===== src/rtl/fifo_defs.vh =====
// Default geometry shared by the FIFO package and anything else that needs it.
//
// Optional feature macro:
//   FIFO_FWFT_EN - when defined, the FIFO runs in first-word-fall-through mode.
//                  rdata_o is then a combinational view of the head entry.
//                  When undefined, rdata_o is registered with one cycle of read latency.
`ifndef FIFO_DEFS_VH
`define FIFO_DEFS_VH

`define FIFO_DEF_WIDTH     8
`define FIFO_DEF_DEPTH     16
`define FIFO_DEF_PTR_WIDTH 4

`endif


===== src/rtl/sync_fifo_prog_pkg.sv =====
// Shared definitions for sync_fifo_prog.
//   - default geometry, taken from fifo_defs.vh
//   - fifo_op_e: the accepted-access combination for one cycle.
//     Its bit layout is {write accepted, read accepted}.
// Optional feature macro (see fifo_defs.vh): FIFO_FWFT_EN
`include "fifo_defs.vh"

package sync_fifo_prog_pkg;

    localparam int DEF_WIDTH     = `FIFO_DEF_WIDTH;
    localparam int DEF_DEPTH     = `FIFO_DEF_DEPTH;
    localparam int DEF_PTR_WIDTH = `FIFO_DEF_PTR_WIDTH;

    typedef enum logic [1:0] {
        OP_IDLE  = 2'b00,
        OP_RD    = 2'b01,
        OP_WR    = 2'b10,
        OP_WR_RD = 2'b11
    } fifo_op_e;

endpackage


===== src/rtl/fifo_mem.sv =====
// Simple dual-port register array used as FIFO storage.
//   clk   - write clock (rising edge)
//   we    - write enable
//   waddr - write address
//   wdata - write data
//   raddr - read address
//   rdata - read data (asynchronous, combinational from raddr)
// Contents are intentionally not reset.
module fifo_mem #(
    parameter  int WIDTH = 8,
    parameter  int DEPTH = 16,
    localparam int AW    = $clog2(DEPTH)
) (
    input  logic             clk,
    input  logic             we,
    input  logic [AW-1:0]    waddr,
    input  logic [WIDTH-1:0] wdata,
    input  logic [AW-1:0]    raddr,
    output logic [WIDTH-1:0] rdata
);

    logic [WIDTH-1:0] mem [DEPTH];

    always_ff @(posedge clk) begin
        if (we) begin
            mem[waddr] <= wdata;
        end
    end

    assign rdata = mem[raddr];

endmodule


===== src/rtl/sync_fifo_prog.sv =====
// Parametrised single-clock FIFO.
// Features:
//   - occupancy count
//   - programmable almost-full / almost-empty flags
//   - synchronous flush
//   - overflow / underflow error pulses
// Ports:
//   clk_i, rst_i         - clock; asynchronous active-high reset
//   wr_en_i, wdata_i     - write request and data
//   full_o               - count == DEPTH
//   almost_full_o        - count >= AF_THRESH
//   wr_error_o           - one-cycle pulse after a rejected write
//   rd_en_i, rdata_o     - read request and data
//   empty_o              - count == 0
//   almost_empty_o       - count <= AE_THRESH
//   rd_error_o           - one-cycle pulse after a rejected read
//   flush_i              - synchronous clear of contents
//   count_o              - occupancy, 0..DEPTH
// Optional feature macro: FIFO_FWFT_EN.
//   Defined: rdata_o shows the head entry combinationally.
//   Undefined: rdata_o is registered and updates on each accepted read.
module sync_fifo_prog
    import sync_fifo_prog_pkg::*;
#(
    parameter int WIDTH     = DEF_WIDTH,
    parameter int DEPTH     = DEF_DEPTH,
    parameter int PTR_WIDTH = DEF_PTR_WIDTH,
    parameter int AF_THRESH = DEPTH - 2,
    parameter int AE_THRESH = 2
) (
    input  logic                 clk_i,
    input  logic                 rst_i,
    input  logic                 wr_en_i,
    input  logic [WIDTH-1:0]     wdata_i,
    output logic                 full_o,
    output logic                 almost_full_o,
    output logic                 wr_error_o,
    input  logic                 rd_en_i,
    output logic [WIDTH-1:0]     rdata_o,
    output logic                 empty_o,
    output logic                 almost_empty_o,
    output logic                 rd_error_o,
    input  logic                 flush_i,
    output logic [PTR_WIDTH:0]   count_o
);

    typedef logic [PTR_WIDTH:0] ptr_t;

    localparam ptr_t PTR_ONE = ptr_t'(1);
    localparam ptr_t AF_C    = ptr_t'(AF_THRESH);
    localparam ptr_t AE_C    = ptr_t'(AE_THRESH);

    // Pointers carry an extra wrap bit above the index.
    ptr_t wr_ptr, rd_ptr, count_q;
    ptr_t wr_ptr_nxt, rd_ptr_nxt, count_nxt;

    logic             wr_acc, rd_acc;
    logic             full_nxt, empty_nxt, af_nxt, ae_nxt;
    logic             wr_err_nxt, rd_err_nxt;
    logic [WIDTH-1:0] mem_rdata;
    fifo_op_e         op;

    // A full FIFO still takes a write when a read frees a slot in the same cycle.
    // Flush overrides both requests.
    assign wr_acc = wr_en_i && (!full_o || rd_en_i) && !flush_i;
    assign rd_acc = rd_en_i && !empty_o && !flush_i;
    assign op     = fifo_op_e'({wr_acc, rd_acc});

    always_comb begin
        wr_ptr_nxt = wr_ptr;
        rd_ptr_nxt = rd_ptr;
        count_nxt  = count_q;
        if (flush_i) begin
            wr_ptr_nxt = '0;
            rd_ptr_nxt = '0;
            count_nxt  = '0;
        end else begin
            if (wr_acc) wr_ptr_nxt = wr_ptr + PTR_ONE;
            if (rd_acc) rd_ptr_nxt = rd_ptr + PTR_ONE;
            case (op)
                OP_WR:   count_nxt = count_q + PTR_ONE;
                OP_RD:   count_nxt = count_q - PTR_ONE;
                default: count_nxt = count_q;
            endcase
        end
    end

    // Flags are computed from next-state values so they line up with count_o.
    assign full_nxt   = (wr_ptr_nxt[PTR_WIDTH-1:0] == rd_ptr_nxt[PTR_WIDTH-1:0]) &&
                        (wr_ptr_nxt[PTR_WIDTH] != rd_ptr_nxt[PTR_WIDTH]);
    assign empty_nxt  = (wr_ptr_nxt == rd_ptr_nxt);
    assign af_nxt     = (count_nxt >= AF_C);
    assign ae_nxt     = (count_nxt <= AE_C);
    assign wr_err_nxt = wr_en_i && !wr_acc && !flush_i;
    assign rd_err_nxt = rd_en_i && !rd_acc && !flush_i;

    always_ff @(posedge clk_i or posedge rst_i) begin
        if (rst_i) begin
            wr_ptr         <= '0;
            rd_ptr         <= '0;
            count_q        <= '0;
            full_o         <= 1'b0;
            empty_o        <= 1'b1;
            almost_full_o  <= 1'b0;
            almost_empty_o <= 1'b1;
            wr_error_o     <= 1'b0;
            rd_error_o     <= 1'b0;
        end else begin
            wr_ptr         <= wr_ptr_nxt;
            rd_ptr         <= rd_ptr_nxt;
            count_q        <= count_nxt;
            full_o         <= full_nxt;
            empty_o        <= empty_nxt;
            almost_full_o  <= af_nxt;
            almost_empty_o <= ae_nxt;
            wr_error_o     <= wr_err_nxt;
            rd_error_o     <= rd_err_nxt;
        end
    end

    assign count_o = count_q;

    fifo_mem #(
        .WIDTH (WIDTH),
        .DEPTH (DEPTH)
    ) u_mem (
        .clk   (clk_i),
        .we    (wr_acc),
        .waddr (wr_ptr[PTR_WIDTH-1:0]),
        .wdata (wdata_i),
        .raddr (rd_ptr[PTR_WIDTH-1:0]),
        .rdata (mem_rdata)
    );

`ifdef FIFO_FWFT_EN
    // The head entry is always visible; rd_en_i only advances past it.
    assign rdata_o = mem_rdata;
`else
    // Captures the head as it is popped, and holds on idle, rejected or flushed cycles.
    logic [WIDTH-1:0] rdata_q;

    always_ff @(posedge clk_i or posedge rst_i) begin
        if (rst_i) begin
            rdata_q <= '0;
        end else if (rd_acc) begin
            rdata_q <= mem_rdata;
        end
    end

    assign rdata_o = rdata_q;
`endif

endmodule

===== config.mk =====
export PLATFORM = sky130hd
export DESIGN_NAME = sync_fifo_prog
export DESIGN_NICKNAME = d
export VERILOG_FILES = /design/src/rtl/sync_fifo_prog_pkg.sv /design/src/rtl/fifo_mem.sv /design/src/rtl/sync_fifo_prog.sv
export VERILOG_INCLUDE_DIRS = /design/src /design/src/rtl
export SDC_FILE = /design/constraint.sdc
export NUM_CORES = 1
export LEC_CHECK = 0
export CAP_MARGIN = 20
export CORE_MARGIN = 3
export CORE_UTILIZATION = 28
export DETAILED_ROUTE_END_ITERATION = 8
export GPL_TIMING_DRIVEN = 0
export REMOVE_ABC_BUFFERS = 1
export SLEW_MARGIN = 5
export SYNTH_ARGS = -nofsm -noshare
export SYNTH_HDL_FRONTEND = slang
export SYNTH_SLANG_ARGS = --single-unit
export TNS_END_PERCENT = 30

===== constraint.sdc =====
create_clock -name clk_i -period 2.8 [get_ports clk_i]
set_clock_uncertainty 0.2 [all_clocks]
set_input_delay 0.56 -clock clk_i [delete_from_list [all_inputs] [get_ports clk_i]]
set_output_delay 0.56 -clock clk_i [all_outputs]
set_load 0.02 [all_outputs]

Word-level counts from Yosys, hierarchy flattened
Memories as Yosys holds them, arrays and structs flattened. A register that Yosys moved wholly into a read port is not among the register bits.
Index checks and enable logic that the tools add are counted.
- RAM bits: 128
- output and inout bits: 19
- bits in latches: 0
- register bits: 21
- bits of input ports: 13
- bits in read-only memories: 0
- memories: 1
- shift operators: 0
- reductions and logical operators: 15
- divide/modulo/power cells: 0
- magnitude comparators: 2
- $mul: 0
- multiplexer cells: 8
- bitwise gates (word level): 0
- eq/ne operators: 5
- $add $sub $neg: 4
- memory list (memory ; depth ; bits a word ; rd ports ; clocked after memory_dff ; write ports ; RTL line ; text):
    u_mem.mem ; 16 ; 8 ; 1 ; 1 ; 1 ; fifo_mem.sv:22 ; logic [WIDTH-1:0] mem [DEPTH];
- operator list (operator ; number):
    $mux W5 ; 5
    $add A5 B1 Y5 const B ; 3
    $pmux W5 S2 ; 1
    $logic_and A1 B1 Y1 ; 9
    $eq A5 B5 Y1 ; 1
    $ge A5 B4 Y1 const B ; 1
    $le A5 B2 Y1 const B ; 1
    $logic_not A1 Y1 ; 5
    $sub A5 B1 Y5 const B ; 1
    $eq A4 B4 Y1 ; 1
    $eq A2 B1 Y1 const B ; 1
    $eq A2 B2 Y1 const B ; 1
    $mux W1 ; 2
    $logic_or A1 B1 Y1 ; 1
    $ne A1 B1 Y1 ; 1

Depth between registers and ports, before layout
Gate-level depths: netlist (run 1).
- word-level depth: 8
- mapped depth: 14

Cells and area by module
Synthesis (run 1) repeated with hierarchy kept, for this count alone.
- cells, all modules: 356
- area, all modules: 6454.9 um^2
- modules (own cells, without submodules) (module ; cells each ; seq. area each (um^2) ; area an instance (um^2) ; instances):
    fifo_mem ; 221 ; 3843.7 ; 4987.3 ; 1
    sync_fifo_prog ; 135 ; 728.2 ; 1467.7 ; 1

Worst setup path before layout (run 1)
Ideal clock, no wire load.
- kind: input to register
- start point: input flush_i
- end point: register almost_empty_o
- slack: -0.375 ns
- cell stages on the path: 13
- path buffers: 3
- setup time: 0.121 ns
- arrival: 2.854 ns
- cells stage by stage: buf_6 nor3b_2 buf_6 ha_1 clkbuf_1 xor2_1 ha_1 or3b_1 o2111ai_1 a21oi_1 xnor2_1 nor2_1 a2111oi_0
- longest elaborated chain between the ends: 6
- elaborated cells on any way between the ends: 8
- those cells by class: 1 x order compare; 2 x eq/ne; 2 x mux; 3 x reduce/logical
- RTL lines (element ; RTL line ; text):
    start: declaration ; sync_fifo_prog.sv:43 ; input logic flush_i,
    $logic_not A1 Y1 ; sync_fifo_prog.sv:65, sync_fifo_prog.sv:66 ;
    $logic_and A1 B1 Y1 (on tied branches) ; sync_fifo_prog.sv:66, sync_fifo_prog.sv:65 ;
    $eq A2 B1 Y1 or $eq A2 B2 Y1 (tied branches) ; sync_fifo_prog.sv:80 ; case (op)
    $pmux W5 S2 ; sync_fifo_prog.sv:80 ;
    $mux W5 (*) ; sync_fifo_prog.sv:73 ; if (flush_i) begin
    net count_nxt[4] ; sync_fifo_prog.sv:55 ; ptr_t wr_ptr_nxt, rd_ptr_nxt, count_nxt;
    $le A5 B2 Y1 (*) ; sync_fifo_prog.sv:93 ; assign ae_nxt = (count_nxt <= AE_C);
    net ae_nxt ; sync_fifo_prog.sv:58 ; logic full_nxt, empty_nxt, af_nxt, ae_nxt;
    end signal: assignment ; sync_fifo_prog.sv:115 ; almost_empty_o <= ae_nxt;
    end: declaration ; sync_fifo_prog.sv:41 ; output logic almost_empty_o,
The timed path passes the listed nets; every way through them passes the cells marked *.

Worst setup path in the final report (run 1)
- start point: register full_o
- end point: register almost_full_o
- longest elaborated chain between the ends: 8
- elaborated cells on any way between the ends: 9
- those cells by class: 1 x order compare; 2 x eq/ne; 2 x mux; 4 x reduce/logical
- RTL lines (element ; RTL line ; text):
    start: declaration ; sync_fifo_prog.sv:35 ; output logic full_o,
    start signal: assignment ; sync_fifo_prog.sv:112 ; full_o <= full_nxt;
    $logic_not A1 Y1 (*) ; sync_fifo_prog.sv:65 ; assign wr_acc = wr_en_i && (!full_o || rd_en_i) && !flush_i;
    $logic_or A1 B1 Y1 (*) ; sync_fifo_prog.sv:65 ;
    $logic_and A1 B1 Y1 (*) (2 in series) ; sync_fifo_prog.sv:65 ;
    $eq A2 B1 Y1 or $eq A2 B2 Y1 (tied branches) ; sync_fifo_prog.sv:80 ;
    $pmux W5 S2 (*) ; sync_fifo_prog.sv:80 ;
    $mux W5 (*) ; sync_fifo_prog.sv:73 ;
    net count_nxt[2] ; sync_fifo_prog.sv:55 ;
    $ge A5 B4 Y1 (*) ; sync_fifo_prog.sv:92 ; assign af_nxt = (count_nxt >= AF_C);
    net af_nxt ; sync_fifo_prog.sv:58 ;
    end signal: assignment ; sync_fifo_prog.sv:114 ; almost_full_o <= af_nxt;
    end: declaration ; sync_fifo_prog.sv:36 ; output logic almost_full_o,
Marks and branches as above.

==> metrics, run 1 <==
H-tree Lvls 4; routed len/inst 17.04 microns; CP arrival 2920 ps; relative max-transition margin 44.62%; Cell Chain, Critical Path nand2b_4 -> and3_4 -> inv_4 -> ha_4 -> xor2_2 -> ha_2 -> buf_4 -> a21oi_1 -> xnor2_1 -> or3_1 -> a21oi_4 -> a31o_2; source-to-sink clock delay at the later pin of the worst-skew pair 420 ps; number of buffers between clock root and the deepest sink 2; kind of cell adding the most delay to the critical path simple AND/OR/NAND/NOR gates; commonest register cell after synthesis edfxtp_1; largest vdd supply drop 0.0004431 V; register area share after synthesis 70.15%; FFs w/ async S/R, synth 18.47%; Post-synth EDFFs 128; global-route wire length before repair 19050 microns; vias in the first global route 3247; total of endpoints with negative setup slack in the final report 0; clk slew on worst S/H paths 60 ps; sequential share of power 46.9%; post-route setup slack 40.85 ps; CP Launch Type flop; clock tree from TritonCTS yes; antenna violations before repair 0; top cell type's share of synthesized area 58.97%; HPWL after detailed placement 8280 microns; Ports 32; netlist area before placement 6518 sq um; logic gate share of total power 15.7%; layout-stage area growth over the synthesis result 21.39%; Tmin final 2759 ps; net count reported at finish 404; slew at the pin with the worst max-slew slack 830.8 ps; total core area 22780 sq um; cell row count 55; Sum Neg Setup Slack 0 ps; final clock period utilization by the worst path 98.54%; RSZ-0062 raised after global routing yes; average vias per placed instance 4.434; pin count of the biggest net entering global routing 36; Syn. warnings 0; die boundary height 158.6 microns; starting density of the core 28.61%; CTS buffer count 17; count of TritonRoute iterations in the first routing pass 4; routability-driven placement congestion ratio 0.7939; run status finished, final reports clean; setup slack at placement -1984 ps; library cell contributing the largest single delay on the critical path dfrtp_1; aggregate global routing overflow 0; number of port buffers 31; routed vias 3144; switching power share of the total 24.07%; post-synth cell types 45; class of the tightest hold or removal check in2async; antenna cells 0; required time worst endpoint 2960 ps; cell types with the largest area share after synthesis edfxtp_1, dfrtp_1, mux4_2; most frequent cell after synthesis edfxtp_1; Pwr Total 5.900 mW; multi-input logic area 1891 sq um; Mapped Cells 336; Setup crit end kind flop; highest fanout seen on the critical path 4; root buf cell clkbuf_16; peak clock frequency supported by timing 362.4 MHz; starting DRC count in detailed routing 219; FILL cells 2105; Sequential Area 4574 sq um; global router's overall resource usage 10.38%; number of maximum-capacitance violations 0; Clk network pwr share 37.3%; synthesis-stage register bit count 157; DIE WIDTH 158.6 microns; ratio of cells with drive above 1 in the final layout 25.76%; Switch Pwr 1.420 mW; Final Hold Violating Endpoints 0; count of buffer and inverter cells on the critical path 2; post-synth top area cell edfxtp_1; Clock Sink Count 157; biggest cell delay along the critical path 410 ps; cell internal power dissipation 4.480 mW; utilization of the core after routing 34.73%; Detail Route Antenna Nets 0; static leakage 2.647 nW; # DRC 0; Crit Path Class reg2reg; worst hold slack 254.9 ps; top cells by count, synth edfxtp_1, dfrtp_1, nor2_1; pwr dens 745.7 nW/um^2; Total Wirelength 12080 microns; mean area per synthesized cell 19.40 sq um; floorplan die area 25140 sq um; number of pins exceeding their max-slew limit in the final report 0
[final cells by class]
class | instances | share of cell area, %
clock buffers | 19 | 5.472
clock inverters | 13 | 1.787
flip-flops and latches | 157 | 57.82
well taps | 313 | 4.950
multi-input cells | 154 | 23.90
repair buffers | 47 | 5.757
inverters | 6 | 0.3163
[sequential cells by signal, indices dropped and copies added (netlist names)]
register and flops:
u_mem.mem 128, rdata_o 8, count_o 5, rd_ptr 5, wr_ptr 5, almost_empty_o 1, almost_full_o 1, empty_o 1
full_o 1, rd_error_o 1, wr_error_o 1
[power groups by stage]
| stage | Sequential [mW] | Clock, mW | Combinational (mW) |
|---|---|---|---|
| global placement | 2.85 | 0 | 0.818 |
| finish | 2.77 | 2.20 | 0.927 |
| global route | 2.79 | 2.36 | 0.990 |
| floorplan | 2.90 | 0 | 0.429 |
| detailed placement | 2.82 | 0 | 0.893 |
| CTS | 2.77 | 2.25 | 0.908 |
[cell families after synthesis]
| kind of cell | Yosys count | share of synthesized area [%] |
|---|---|---|
| simple gates | 64 | 5.126 |
| fa+ha+maj | 8 | 1.536 |
| compound gates | 14 | 1.498 |
| xor+xnor | 16 | 2.150 |
| flops | 157 | 70.15 |
| buf+inv | 25 | 2.304 |
| mux | 52 | 17.24 |
[cells in the final DEF, fill, tap and decap left out, types with 2 or more instances in the layout]
cell             netlist  final
xor2_1                10      9
o21ai_0                2      2
inv_1                  6      5
bufinv_16              0      2
mux2_2                 2      2
buf_4                  0      9
nor3_1                 6      5
ha_1                   8      6
nand2b_1               3      2
inv_6                  0      2
dfrtp_2                0      2
a21oi_1                4      2
mux2i_1                2      2
clkbuf_1              11      2
nor2_1                27     26
xnor2_1                6      6
nor2b_1                2      2
nand3_1                4      4
mux2_4                 8      8
nand2_1                5      5
clkinv_4               0      4
nor3_2                 1      2
dfstp_2                2      2
dfrtp_1               27     25
nand4_1                4      4
clkinvlp_4             0      2
buf_2                  2      5
and2_1                 2      2
edfxtp_1             128    128
clkinv_2               0      2
clkbuf_16              0     17
mux4_2                24     24
clkdlybuf4s50_1        0     28
mux4_1                16     16
[metrics by stage]
stage                     std cells  instance area [sq um]
after CTS                       703                   7816
final                           709                   7911
after floorplan                 317                   6390
after global placement          661                   7092
after global routing            709                   7911
after detailed placement        670                   7193
[layer usage]
layer  GRT usage, %  wire length [microns]
met5              0                      0
met4          4.302                    292
met2          16.77                   5935
met3          2.854                    572
met1          13.22                   5282
[path summary, 6_finish.rpt]
path	from	end	slack (ps)	cells after the start
setup / recovery	full_o	almost_full_o	40	12
hold reg to reg	rdata_o[4]	rdata_o[4]	310	1
hold / removal	rst_i	rdata_o[2]	250	2
min in group clk_i	flush_i	wr_ptr[3]	260	2
max in group asynchronous	rst_i	empty_o	1600	3
setup reg to reg	full_o	almost_full_o	40	12
[what timing repair did]
action,4_1_cts,5_1_grt
hold buffers,0,0
setup endpoints to repair,105,3
gates resized for setup,21,10
hold endpoints to repair,0,0
pin swaps,1,6
setup buffers,1,6
No activity file was read; power rests on OpenSTA's default activity.
==> run 2, diff against run 1 <==
SKIP_CTS_REPAIR_TIMING = 1   (was not set)
==> metrics, run 2 (synthesis gave the netlist of run 1 again) <==
cell row count 55 (unchanged); Sum Neg Setup Slack 0 ps (unchanged); Switch Pwr 1.418 mW (was 1.420 mW); static leakage 2.682 nW (was 2.647 nW); pwr dens 742.2 nW/um^2 (was 745.7 nW/um^2); sequential share of power 46.9% (about the same); cell internal power dissipation 4.483 mW (was 4.480 mW); Setup crit end kind flop (unchanged); r2r startpoint full_o (unchanged); largest vdd supply drop 0.0004418 V (was 0.0004431 V); DIE WIDTH 158.6 microns (unchanged); antenna cells 0 (unchanged); number of buffers between clock root and the deepest sink 2 (unchanged); Total Wirelength 12200 microns (was 12080 microns); relative max-transition margin 44.25% (was 44.62%); Crit Path Class in2reg (was reg2reg); routed len/inst 17.16 microns (was 17.04 microns); Sequential Area 4574 sq um (unchanged); Pwr Total 5.901 mW (was 5.900 mW); run status finished, final reports clean (unchanged); # DRC 0 (unchanged); antenna violations before repair 0 (unchanged); floorplan die area 25140 sq um (unchanged); wire length on met2 6007 microns (was 5935 microns); pin count of the biggest net entering global routing 36 (unchanged); die boundary height 158.6 microns (unchanged); clock tree from TritonCTS yes (unchanged); Clock Sink Count 157 (unchanged); Tmin final 2744 ps (was 2759 ps); layout-stage area growth over the synthesis result 22.00% (was 21.39%); CP arrival 2850 ps (was 2920 ps); commonest non-fill, non-tap cell in the layout edfxtp_1 (unchanged); number of maximum-capacitance violations 0 (unchanged); logic gate share of total power 15.8% (was 15.7%); Register-to-Register Path Depth 12 (unchanged); CTS buffer count 17 (unchanged); average vias per placed instance 4.429 (was 4.434); slew at the pin with the worst max-slew slack 836.2 ps (was 830.8 ps); Final Hold Violating Endpoints 0 (unchanged); required time worst endpoint 2910 ps (was 2960 ps); final clock period utilization by the worst path 98.00% (was 98.54%); Ports 32 (unchanged); total of endpoints with negative setup slack in the final report 0 (unchanged); setup slack at placement -1984 ps (unchanged); global-route wire length before repair 19070 microns (was 19050 microns); number of pins exceeding their max-slew limit in the final report 0 (unchanged); routed length on met1 5415 microns (was 5282 microns); clk slew on worst S/H paths 60 ps (about the same); number of port buffers 31 (unchanged); global router's overall resource usage 10.38% (about the same); post-route setup slack 55.92 ps (was 40.85 ps); class of the tightest hold or removal check in2async (unchanged); CP Launch Type input port (was flop); ratio of cells with drive above 1 in the final layout 26.13% (was 25.76%); source-to-sink clock delay at the later pin of the worst-skew pair 420 ps (about the same); commonest cells after routing, fill and taps aside edfxtp_1, clkdlybuf4s50_1, nor2_1 (unchanged); root buf cell clkbuf_16 (unchanged); H-tree Lvls 4 (unchanged); max reg flops 128 (unchanged); net count reported at finish 406 (was 404); register with the most flip-flops u_mem.mem (unchanged); total core area 22780 sq um (unchanged); aggregate global routing overflow 0 (unchanged); routed vias 3149 (was 3144); Clk network pwr share 37.3% (about the same); highest fanout seen on the critical path 13 (was 4); HPWL after detailed placement 8280 microns (unchanged); flop2flop setup slack 70 ps (was 40 ps); metal3 WL 505 microns (was 572 microns); top metal layer carrying routed signals met4 (unchanged); vias in the first global route 3245 (was 3247); switching power share of the total 24.03% (was 24.07%); FILL cells 2098 (was 2105); Detail Route Antenna Nets 0 (unchanged); multi-input logic area 1883 sq um (was 1891 sq um); count of TritonRoute iterations in the first routing pass 4 (unchanged); peak clock frequency supported by timing 364.4 MHz (was 362.4 MHz); routability-driven placement congestion ratio 0.7939 (unchanged); starting density of the core 28.61% (unchanged); starting DRC count in detailed routing 212 (was 219); Worst R2R End almost_full_o (unchanged)
-- run 2: power groups by stage --
stage	Clock [mW]	Combinational (mW)	Sequential [mW]
after global placement	0	0.818	2.85
after CTS	2.25	0.898	2.77
after floorplan	0	0.429	2.90
after global routing	2.36	0.995	2.79
final	2.20	0.931	2.77
after detailed placement	0	0.893	2.82
-- run 2: area by class of cell --
type	instances	share of cell area, %
inverter	6	0.2832
timing repair buffer	49	6.357
tap	313	4.925
multi-input combinational	154	23.68
clock buffer	19	5.445
sequential	157	57.53
clock inverter	13	1.778
-- run 2: routing by layer --
layer | vias up | track usage, %
li1 | 1442 | -
met1 | 1618 | 13.26
met2 | 66 | 16.75
met3 | 23 | 2.854
met4 | 0 | 4.302
met5 | - | 0
-- run 2: worst max-delay path by stage --
stage | endpoint | start | depth (start not counted) | slack [ps]
2_1_floorplan | almost_empty_o | flush_i | 10 | -600
3_3_place_gp | almost_empty_o | flush_i | 11 | -2400
3_5_place_dp | almost_empty_o | flush_i | 13 | -1980
4_1_cts | almost_empty_o | flush_i | 13 | -1560
5_1_grt | almost_full_o | flush_i | 14 | -40
6_report | almost_full_o | flush_i | 14 | 60
-- run 2: worst max-delay path, cell delays in order --
cell,delay (ps)
buf_4,160
buf_16,160
inv_2,70
and3_4,210
inv_2,60
ha_4,160
xor2_2,170
ha_2,230
or3b_1,360
o2111ai_2,100
a21oi_2,90
xnor2_1,200
nor2_2,90
a31o_2,220
-- run 2: stage by stage --
step / util, % / instances / hold WS, ps / cell area, sq um
2_1_floorplan: - / 317 / 312.1 / 6390
3_3_place_gp: 31.13 / 661 / 303.9 / 7092
3_5_place_dp: 31.58 / 670 / 301.9 / 7193
4_1_cts: 34.10 / 702 / 254.4 / 7767
5_1_grt: 34.91 / 711 / 286.8 / 7951
6_report: 34.91 / 711 / 255.8 / 7951
